$ cat src/rtl/ctrl_pkg.sv
// Shared types and encodings for the multi-cycle control sequencer.
package ctrl_pkg;

  typedef enum logic [2:0] {
    IDLE   = 3'd0,
    FETCH  = 3'd1,
    DECODE = 3'd2,
    EXEC   = 3'd3,
    MEM    = 3'd4,
    WB     = 3'd5,
    HALT   = 3'd6
  } state_t;

  // Instruction class after opcode decode
  typedef enum logic [2:0] {
    K_NOP    = 3'd0,
    K_STORE  = 3'd1,
    K_ADD    = 3'd2,
    K_LOAD   = 3'd3,
    K_BRANCH = 3'd4,
    K_ALU    = 3'd5,
    K_HALT   = 3'd6
  } op_kind_t;

  localparam int unsigned OP_STORE   = 0;
  localparam int unsigned OP_ADD     = 1;
  localparam int unsigned OP_LOAD    = 2;
  localparam int unsigned OP_BRANCH  = 3;
  localparam int unsigned OP_HALT    = 15;  // all-ones at the default 4-bit width
  localparam int unsigned OP_ALU_GRP = 1;   // opcode[OPW-1:2] value of the 01xx group

  localparam int unsigned ALU_ADD  = 0;
  localparam int unsigned ALU_PASS = 7;

  localparam int unsigned TMR_W = 4;        // holds MEM_LAT up to 15

endpackage

$ cat src/rtl/mem_wait_timer.sv
// Data-memory dwell timer: counts 0..MEM_LAT while enabled, flags the last MEM cycle.
module mem_wait_timer
  import ctrl_pkg::*;
#(
  parameter int unsigned MEM_LAT = 1
) (
  input  logic clk,
  input  logic rst_n,
  input  logic load,
  input  logic en,
  output logic last,
  output logic last_next
);

  logic [TMR_W-1:0] cnt;
  logic [TMR_W-1:0] cnt_n;

  always_comb begin
    cnt_n = cnt;
    if (load)
      cnt_n = '0;
    else if (en && !last)
      cnt_n = cnt + TMR_W'(1);
  end

  always_ff @(posedge clk) begin
    if (!rst_n)
      cnt <= '0;
    else
      cnt <= cnt_n;
  end

  assign last      = (cnt == TMR_W'(MEM_LAT));
  assign last_next = (cnt_n == TMR_W'(MEM_LAT));

endmodule

$ cat src/rtl/multicycle_control.sv
// Multi-cycle FETCH/DECODE/EXEC/MEM/WB control sequencer with halt/done handshake.
// Optional perf counters enabled by defining CTRL_PERF_CNT_EN.
module multicycle_control
  import ctrl_pkg::*;
#(
  parameter int unsigned OPW     = 4,
  parameter int unsigned ALUW    = 3,
  parameter int unsigned MEM_LAT = 1,
  parameter int unsigned CNTW    = 16
) (
  input  logic            Clk,
  input  logic            Reset,
  input  logic            Start,
  input  logic [OPW-1:0]  Opcode,
  output logic            PCEn,
  output logic            IREn,
  output logic            RegWrite,
  output logic            MemWrite,
  output logic            MemtoReg,
  output logic            ALUSrc,
  output logic            Branch,
  output logic [ALUW-1:0] ALUOp,
  output logic            Busy,
  output logic            Done,
  output logic [CNTW-1:0] CycleCnt,
  output logic [CNTW-1:0] InstrCnt
);

  function automatic op_kind_t classify(input logic [OPW-1:0] op);
    op_kind_t k;
    k = K_NOP;
    if (op == {OPW{1'b1}})
      k = K_HALT;
    else if (op[OPW-1:2] == (OPW-2)'(OP_ALU_GRP))
      k = K_ALU;
    else if (op == OPW'(OP_STORE))
      k = K_STORE;
    else if (op == OPW'(OP_ADD))
      k = K_ADD;
    else if (op == OPW'(OP_LOAD))
      k = K_LOAD;
    else if (op == OPW'(OP_BRANCH))
      k = K_BRANCH;
    return k;
  endfunction

  state_t         state;
  state_t         ns;
  logic [OPW-1:0] op_q;
  logic [OPW-1:0] op_n;
  op_kind_t       kind;
  logic           mem_last;
  logic           mem_last_n;
  logic           tmr_load;
  logic           tmr_en;

  logic            pcen_n, iren_n, regw_n, memw_n, m2r_n, alusrc_n, branch_n;
  logic [ALUW-1:0] aluop_n;

  // Opcode is only trusted in DECODE; later states use the captured copy
  assign op_n = (state == DECODE) ? Opcode : op_q;
  assign kind = classify(op_n);

  assign tmr_load = (ns == MEM) && (state != MEM);
  assign tmr_en   = (state == MEM);

  mem_wait_timer #(
    .MEM_LAT (MEM_LAT)
  ) u_mem_wait_timer (
    .clk       (Clk),
    .rst_n     (Reset),
    .load      (tmr_load),
    .en        (tmr_en),
    .last      (mem_last),
    .last_next (mem_last_n)
  );

  always_comb begin
    ns = state;
    case (state)
      IDLE:   if (Start) ns = FETCH;
      FETCH:  ns = DECODE;
      DECODE: ns = (kind == K_HALT) ? HALT : EXEC;
      EXEC: begin
        case (kind)
          K_ADD, K_ALU:    ns = WB;
          K_LOAD, K_STORE: ns = MEM;
          default:         ns = FETCH;
        endcase
      end
      MEM:    if (mem_last) ns = (kind == K_LOAD) ? WB : FETCH;
      WB:     ns = FETCH;
      HALT:   if (Start) ns = FETCH;
      default: ns = IDLE;
    endcase
  end

  // Outputs for the upcoming state, registered so they align with it
  always_comb begin
    pcen_n   = 1'b0;
    iren_n   = 1'b0;
    regw_n   = 1'b0;
    memw_n   = 1'b0;
    m2r_n    = 1'b0;
    alusrc_n = 1'b0;
    branch_n = 1'b0;
    aluop_n  = ALUW'(ALU_PASS);
    case (ns)
      FETCH: iren_n = 1'b1;
      EXEC: begin
        case (kind)
          K_ADD: aluop_n = ALUW'(ALU_ADD);
          K_ALU: aluop_n = op_n[ALUW-1:0];
          K_LOAD, K_STORE: begin
            alusrc_n = 1'b1;
            aluop_n  = ALUW'(ALU_ADD);
          end
          K_BRANCH: begin
            branch_n = 1'b1;
            pcen_n   = 1'b1;
          end
          default: pcen_n = 1'b1;
        endcase
      end
      MEM: begin
        alusrc_n = 1'b1;
        aluop_n  = ALUW'(ALU_ADD);
        if ((kind == K_STORE) && mem_last_n) begin
          memw_n = 1'b1;
          pcen_n = 1'b1;
        end
      end
      WB: begin
        regw_n = 1'b1;
        m2r_n  = (kind == K_LOAD);
        pcen_n = 1'b1;
      end
      default: ;
    endcase
  end

  always_ff @(posedge Clk) begin
    if (!Reset) begin
      state    <= IDLE;
      op_q     <= '0;
      PCEn     <= 1'b0;
      IREn     <= 1'b0;
      RegWrite <= 1'b0;
      MemWrite <= 1'b0;
      MemtoReg <= 1'b0;
      ALUSrc   <= 1'b0;
      Branch   <= 1'b0;
      ALUOp    <= ALUW'(ALU_PASS);
      Busy     <= 1'b0;
      Done     <= 1'b0;
    end else begin
      state    <= ns;
      op_q     <= op_n;
      PCEn     <= pcen_n;
      IREn     <= iren_n;
      RegWrite <= regw_n;
      MemWrite <= memw_n;
      MemtoReg <= m2r_n;
      ALUSrc   <= alusrc_n;
      Branch   <= branch_n;
      ALUOp    <= aluop_n;
      Busy     <= (ns != IDLE) && (ns != HALT);
      Done     <= (ns == HALT);
    end
  end

`ifdef CTRL_PERF_CNT_EN
  logic [CNTW-1:0] cyc_q;
  logic [CNTW-1:0] ins_q;

  // Saturating counters, cleared only by reset
  always_ff @(posedge Clk) begin
    if (!Reset) begin
      cyc_q <= '0;
      ins_q <= '0;
    end else begin
      if (Busy && (cyc_q != {CNTW{1'b1}}))
        cyc_q <= cyc_q + CNTW'(1);
      if (PCEn && (ins_q != {CNTW{1'b1}}))
        ins_q <= ins_q + CNTW'(1);
    end
  end

  assign CycleCnt = cyc_q;
  assign InstrCnt = ins_q;
`else
  assign CycleCnt = '0;
  assign InstrCnt = '0;
`endif

endmodule
$ cat config.mk
export PLATFORM = sky130hd
export DESIGN_NAME = multicycle_control
export DESIGN_NICKNAME = d
export VERILOG_FILES = /design/src/rtl/ctrl_pkg.sv /design/src/rtl/mem_wait_timer.sv /design/src/rtl/multicycle_control.sv
export SDC_FILE = /design/constraint.sdc
export NUM_CORES = 1
export LEC_CHECK = 0
export ABC_AREA = 1
export BUFFER_PORTS_ARGS = -buffer_cell sky130_fd_sc_hd__buf_2
export CORE_MARGIN = 10
export CORE_UTILIZATION = 49
export CTS_CLUSTER_DIAMETER = 200
export DETAILED_ROUTE_END_ITERATION = 10
export PLACE_DENSITY_LB_ADDON = 0.08
export SETUP_SLACK_MARGIN = 0.05
export SLEW_MARGIN = 10
export SYNTH_ARGS = -nofsm -noshare
export SYNTH_HDL_FRONTEND = slang
export SYNTH_SLANG_ARGS = --single-unit
$ cat constraint.sdc
create_clock -name Clk -period 2.15 [get_ports Clk]
set_input_delay 0 -clock Clk [delete_from_list [all_inputs] [get_ports Clk]]
set_output_delay 0 -clock Clk [all_outputs]
set_load 0.05 [all_outputs]
### Word level (Yosys, flattened, before mapping)

Cells that the tools add are included.

* eq/ne operators: 26
* reductions and logical operators: 16
* multiplexer cells: 25
* $add $sub $neg: 1

Operator list (number)
* $mux W3: 10
* $eq A3 B3 Y1 const B: 9
* $pmux W3 S2: 3
* $pmux W3 S6: 1
* $eq A3 B2 Y1 const B: 5
* $eq A4 B1 Y1 const B: 3
* $mux W4: 3
* $eq A3 B1 Y1 const B: 3
* $eq A4 B2 Y1 const B: 2
* $mux W1: 6
* $ne A3 B3 Y1 const B: 2
* $reduce_and A2 Y1: 3
* $reduce_or A2 Y1: 3
* $add A4 B1 Y4 const B: 1
* $eq A4 B4 Y1 const B: 1
* $logic_and A1 B1 Y1: 4
* $logic_not A4 Y1: 1
* $reduce_or A4 Y1: 1
* $logic_not A3 Y1: 1
* $pmux W1 S3: 1
* $reduce_bool A3 Y1: 1
* $reduce_or A3 Y1: 1
* $eq A2 B1 Y1 const B: 1
* $pmux W1 S2: 1
* $logic_not A1 Y1: 1

* register bits: 23
* input port bits: 7
* logic and storage cells: 81

### Depth between registers and ports, before layout

* depth after elaboration: 20
* mapped depth: 16
* mapped depth without buffers: 16

### Modules after synthesis

Synthesis repeated with hierarchy kept, for this count alone.

* cell total of the unflattened synthesis: 207
* area total of the unflattened synthesis: 1491.4 um^2

Modules (own cells, without submodules)
* multicycle_control: cells an instance 167, area an instance 1224.9 um^2, times used 1
* mem_wait_timer: cells an instance 40, area an instance 266.5 um^2, times used 1

### Worst setup path before layout

OpenSTA, ideal clock, no wires.

* kind: register -> register
* start: register state[2]
* end: register PCEn
* stages on the path, launching flop included: 16
* required time: 2.085 ns
* buffers on the path: 0
* slack: 0.466 ns
* arrival time: 1.619 ns
* clock period less this slack: 1.684 ns
* setup time: 0.065 ns
* path through: dfxtp_1 inv_2 nand3_4 nand2_2 nand2_2 nor2_4 nand2_2 nand2_2 nand2_2 nor2_4 nand2_2 nor2_2 nand2_1 nor2_1 nor2_1 nor2_1

* cells in the longest elaborated chain, start to end: 20
* elaborated cells between the ends (all ways): 48
* classes of those cells: 21 x eq/ne; 18 x mux; 9 x reduce/logical

Ends and longest elaborated chain
* start: declaration: line multicycle_control.sv:47 `state_t state;`
* start signal: assignment: line multicycle_control.sv:157 `state <= ns;`
* $eq A3 B2 Y1: line multicycle_control.sv:61, multicycle_control.sv:80
* $mux W4: line multicycle_control.sv:61 `assign op_n = (state == DECODE) ? Opcode : op_q;`
* $eq A4 B2 Y1: line multicycle_control.sv:42 `else if (op == OPW'(OP_BRANCH))`
* $mux W3: line multicycle_control.sv:42
* $mux W3: line multicycle_control.sv:40 `else if (op == OPW'(OP_LOAD))`
* $mux W3: line multicycle_control.sv:38 `else if (op == OPW'(OP_ADD))`
* $mux W3: line multicycle_control.sv:36 `else if (op == OPW'(OP_STORE))`
* $mux W3: line multicycle_control.sv:34 `else if (op[OPW-1:2] == (OPW-2)'(OP_ALU_GRP))`
* [4 not listed]
* $pmux W3 S6: line multicycle_control.sv:80 `case (state)`
* $eq A3 B3 Y1: line multicycle_control.sv:64, multicycle_control.sv:108
* $logic_and A1 B1 Y1: line multicycle_control.sv:64 `assign tmr_load = (ns == MEM) && (state != MEM);`
* $mux W4: line mem_wait_timer.sv:20 `if (load)`
* $eq A4 B1 Y1: line mem_wait_timer.sv:34 `assign last_next = (cnt_n == TMR_W'(MEM_LAT));`
* $logic_and A1 B1 Y1: line multicycle_control.sv:128 `if ((kind == K_STORE) && mem_last_n) begin`
* $mux W1: line multicycle_control.sv:128
* $pmux W1 S3 *: line multicycle_control.sv:108 `case (ns)`
* end signal: assignment: line multicycle_control.sv:159 `PCEn <= pcen_n;`
* end: declaration: line multicycle_control.sv:15 `output logic PCEn,`

Mark *: on every way between the ends. The rest lies on a longest branch, timed or not.
A chain may end at the register's enable or synchronous reset.

### Worst setup path in the final report

* start: register u_mem_wait_timer.cnt[0]
* end: register Busy

* cells in the longest elaborated chain, start to end: 5
* elaborated cells between the ends (all ways): 6
* classes of those cells: 2 x eq/ne; 2 x mux; 2 x reduce/logical

Ends and longest elaborated chain
* start: declaration: line mem_wait_timer.sv:15 `logic [TMR_W-1:0] cnt;`
* start signal: assignment: line mem_wait_timer.sv:30 `cnt <= cnt_n;`
* $eq A4 B1 Y1 *: line mem_wait_timer.sv:33 `assign last = (cnt == TMR_W'(MEM_LAT));`
* $mux W3 *: line multicycle_control.sv:91 `MEM: if (mem_last) ns = (kind == K_LOAD) ? WB : FETCH;`
* $pmux W3 S6 *: line multicycle_control.sv:80
* $ne A3 B3 Y1 / $reduce_bool A3 Y1 (equally long branches): line multicycle_control.sv:167 `Busy <= (ns != IDLE) && (ns != HALT);`
* $logic_and A1 B1 Y1 *: line multicycle_control.sv:167
* end signal: assignment: line multicycle_control.sv:167
* end: declaration: line multicycle_control.sv:23 `output logic Busy,`

Marked as above.

==> flow_summary.json <==
{
  "finalClockSkew_ns": 0.00288,
  "fillers": 284,
  "hpwl_mm": 2.47,
  "synthCells": 208,
  "ys_types": 26,
  "yosysTopAreaCell": "dfxtp_1",
  "grt_pass1_wl_mm": 4.94,
  "cp_max_fo": 4,
  "gp_congestion": 0.831,
  "rows": 19,
  "cap_violations": 0,
  "slowest_delay_ns": 0.45,
  "final_cell_mix": "nand2_1 (39), conb_1 (32), inv_1 (25), nor2_1 (22), dfxtp_1 (19)",
  "insertion_delay_ns": 0.31,
  "cts_tree": "built",
  "viasPerCell": 4.61,
  "layout_commonest_cell": "nand2_1",
  "route.met3.wl_um": 280,
  "tightest_slew_ns": 0.512,
  "p_sw_share_pct": 53.0,
  "cp_slowest_cell": "nor4_2",
  "p_comb_share_pct": 55.9,
  "hp-start": "Opcode[1]",
  "crit_path_start_kind": "register",
  "p_sw_uw": 931,
  "rsz0062_at_grt": "no",
  "vias": 1213,
  "grt_pass1_vias": 1167,
  "multi_input_area_um2": 774,
  "seqCellArea_um2": 473,
  "timing.final.crit_share_pct": 88.7,
  "arrival_ns": 2.16,
  "dr_wl_met2_mm": 1.26,
  "wl_per_cell_um": 11.6,
  "fin_crit_ns": 1.91,
  "io_pins": 51,
  "critPathKind": "reg2reg",
  "port_buffers": 18,
  "drt_pre_antenna_iters": 4,
  "slew_headroom_pct": 65.8,
  "synth_top_area_share_pct": 31.6,
  "setup_viol_count_final": 0,
  "drtIter0Drc": 74,
  "num-nets-final": 242,
  "die_w_um": 74.5,
  "drive_gt1_share_pct": 23.3,
  "status": "complete, no violations",
  "ys_ff_latch": 23,
  "dieArea_mm2": 0.00556,
  "drt_wl_total_mm": 3.05,
  "utilization_pct": 54.9,
  "p_total_mw": 1.76,
  "ir_drop_mv": 0.454,
  "path_cells": "ha_1 -> nand2_1 -> nor2_1 -> nor2_1 -> inv_1 -> o21ai_0 -> nor4_2 -> nand2_1 -> a21oi_1",
  "clock-sinks": 23,
  "h-tree-depth": 1,
  "worst_hold_path_type": "in2reg",
  "drc": 0,
  "seq_area_frac_synth_pct": 31.6,
  "preCtsSetupSlack_ns": 0.194,
  "endpoint_kind": "register",
  "area_growth_pct": 5.58,
  "setup_ws_ns": 0.242,
  "core_mm2": 0.00281,
  "grt_usage_pct": 11.0,
  "p_int_uw": 827,
  "clock_path_buffers": 2,
  "clk_pin_slew_ns": 0.13,
  "drtAntennaViolNets": 0,
  "cts_buffers": 3,
  "p_seq_share_pct": 32.4,
  "cp-startpoint": "u_mem_wait_timer.cnt[0]",
  "grt_max_degree": 17,
  "r2r-start": "u_mem_wait_timer.cnt[0]",
  "clkPwrFrac_pct": 11.7,
  "setup_tns_ns": 0,
  "slew_violations": 0,
  "worstPathRequired_ns": 2.40,
  "overflow": 0,
  "met1_length_mm": 1.46,
  "cellLeakagePower_nw": 0.773,
  "antenna_found_initial": 0,
  "yosysWarnings": 0,
  "hold_viol": 0,
  "synthesis.area_mm2": 0.00146,
  "n_antenna_cell": 0,
  "top_layer_used": "met4",
  "root_buffer": "clkbuf_4",
  "fmax_mhz": 524,
  "synth.area.top_cells": "dfxtp_1 (32%), buf_4 (16%), nand2_1 (10%)",
  "syn_area_per_cell_um2": 7.01,
  "dieHeight_um": 74.5,
  "initial_utilization_pct": 52.0,
  "power_density_mw_per_mm2": 1140
}
per-stage QoR:
stage	hold slack, ns	cell area [µm²]	std cells
global placement	0.248	1460	255
CTS	0.0834	1500	260
finish	0.0796	1540	263
global route	0.112	1540	263
floorplan	0.0850	1570	239
detailed placement	0.249	1460	255
critical path: cells and delay by family, from the launching register on:
kind	cells	cell delay, ns
adder cells (fa/ha/maj)	1	0.17
flip-flops	1	0.41
AO/OA/AOI/OAI	2	0.24
buffers and inverters	1	0.09
AND/OR/NAND/NOR	5	0.93
layer usage:
layer / vias up / track usage (%)
met4: 0 / 6.51
met3: 5 / 2.53
li1: 635 / -
met2: 50 / 17.0
met5: - / 0
met1: 523 / 13.5
power by group through the flow:
stage | clock network, mW | registers (mW) | logic (mW)
6_report | 0.205 | 0.570 | 0.984
5_1_grt | 0.228 | 0.582 | 1.09
3_3_place_gp | 0 | 0.563 | 0.954
3_5_place_dp | 0 | 0.565 | 0.956
2_1_floorplan | 0 | 0.695 | 0.708
4_1_cts | 0.208 | 0.554 | 0.961
layout make-up:
type,instances,area share [%]
clock buffer,3,1.46
sequential,23,30.7
timing repair buffer,21,7.48
multi-input combinational,156,50.3
tap,31,2.52
clock inverter,1,0.325
inverter,28,7.15
cell families (layout without fill, tap and decap cells):
logic type / Yosys count / count (layout) / share of synthesized area, %
adder cells (fa/ha/maj): 2 / 2 / 1.72
flip-flops: 23 / 23 / 31.6
buffers and inverters: 61 / 53 / 23.9
AO/OA/AOI/OAI: 16 / 16 / 6.27
AND/OR/NAND/NOR: 103 / 104 / 35.0
other: 1 / 32 / 0.257
XOR/XNOR: 2 / 2 / 1.20
state kept, by name, summed over array words and instances, names as in the netlist:
signal                count
ALUOp                     3
ALUSrc                    1
Branch                    1
Busy                      1
Done                      1
IREn                      1
MemWrite                  1
MemtoReg                  1
PCEn                      1
RegWrite                  1
op_q                      4
state                     3
u_mem_wait_timer.cnt      4
Yosys cell counts:
| cell type | instances |
|---|---|
| nor4_2 | 1 |
| inv_2 | 3 |
| ha_1 | 2 |
| nor2_1 | 22 |
| inv_1 | 25 |
| nor2_4 | 4 |
| nand2_1 | 39 |
| a21oi_1 | 4 |
| o31ai_1 | 1 |
| nand2_2 | 12 |
| o211ai_1 | 2 |
| nand4_1 | 3 |
| nand3_1 | 12 |
| xnor2_1 | 1 |
| nor4_1 | 1 |
| nor2_2 | 3 |
| o21ai_0 | 8 |
| conb_1 | 1 |
| nor3_1 | 4 |
| clkbuf_1 | 1 |
| nor3b_1 | 1 |
| nand3_4 | 1 |
| dfxtp_1 | 23 |
| buf_4 | 32 |
| o21ai_2 | 1 |
| xor2_1 | 1 |
what timing repair did:
action	4_1_cts	5_1_grt
endpoints found under the hold margin	4	0
setup endpoints to repair	0	4
hold buffers	1	0
buffers inserted	0	2
gates resized for setup	0	9
final timing paths:
path / cells after the start / slack [ns] / end
worst max-delay path: 9 / 0.24 / Busy
worst min-delay path: 5 / 0.08 / op_q[1]
worst max register to register: 9 / 0.24 / Busy
worst min register to register: 4 / 0.61 / op_q[3]
Power figures use the tool's default switching activity.
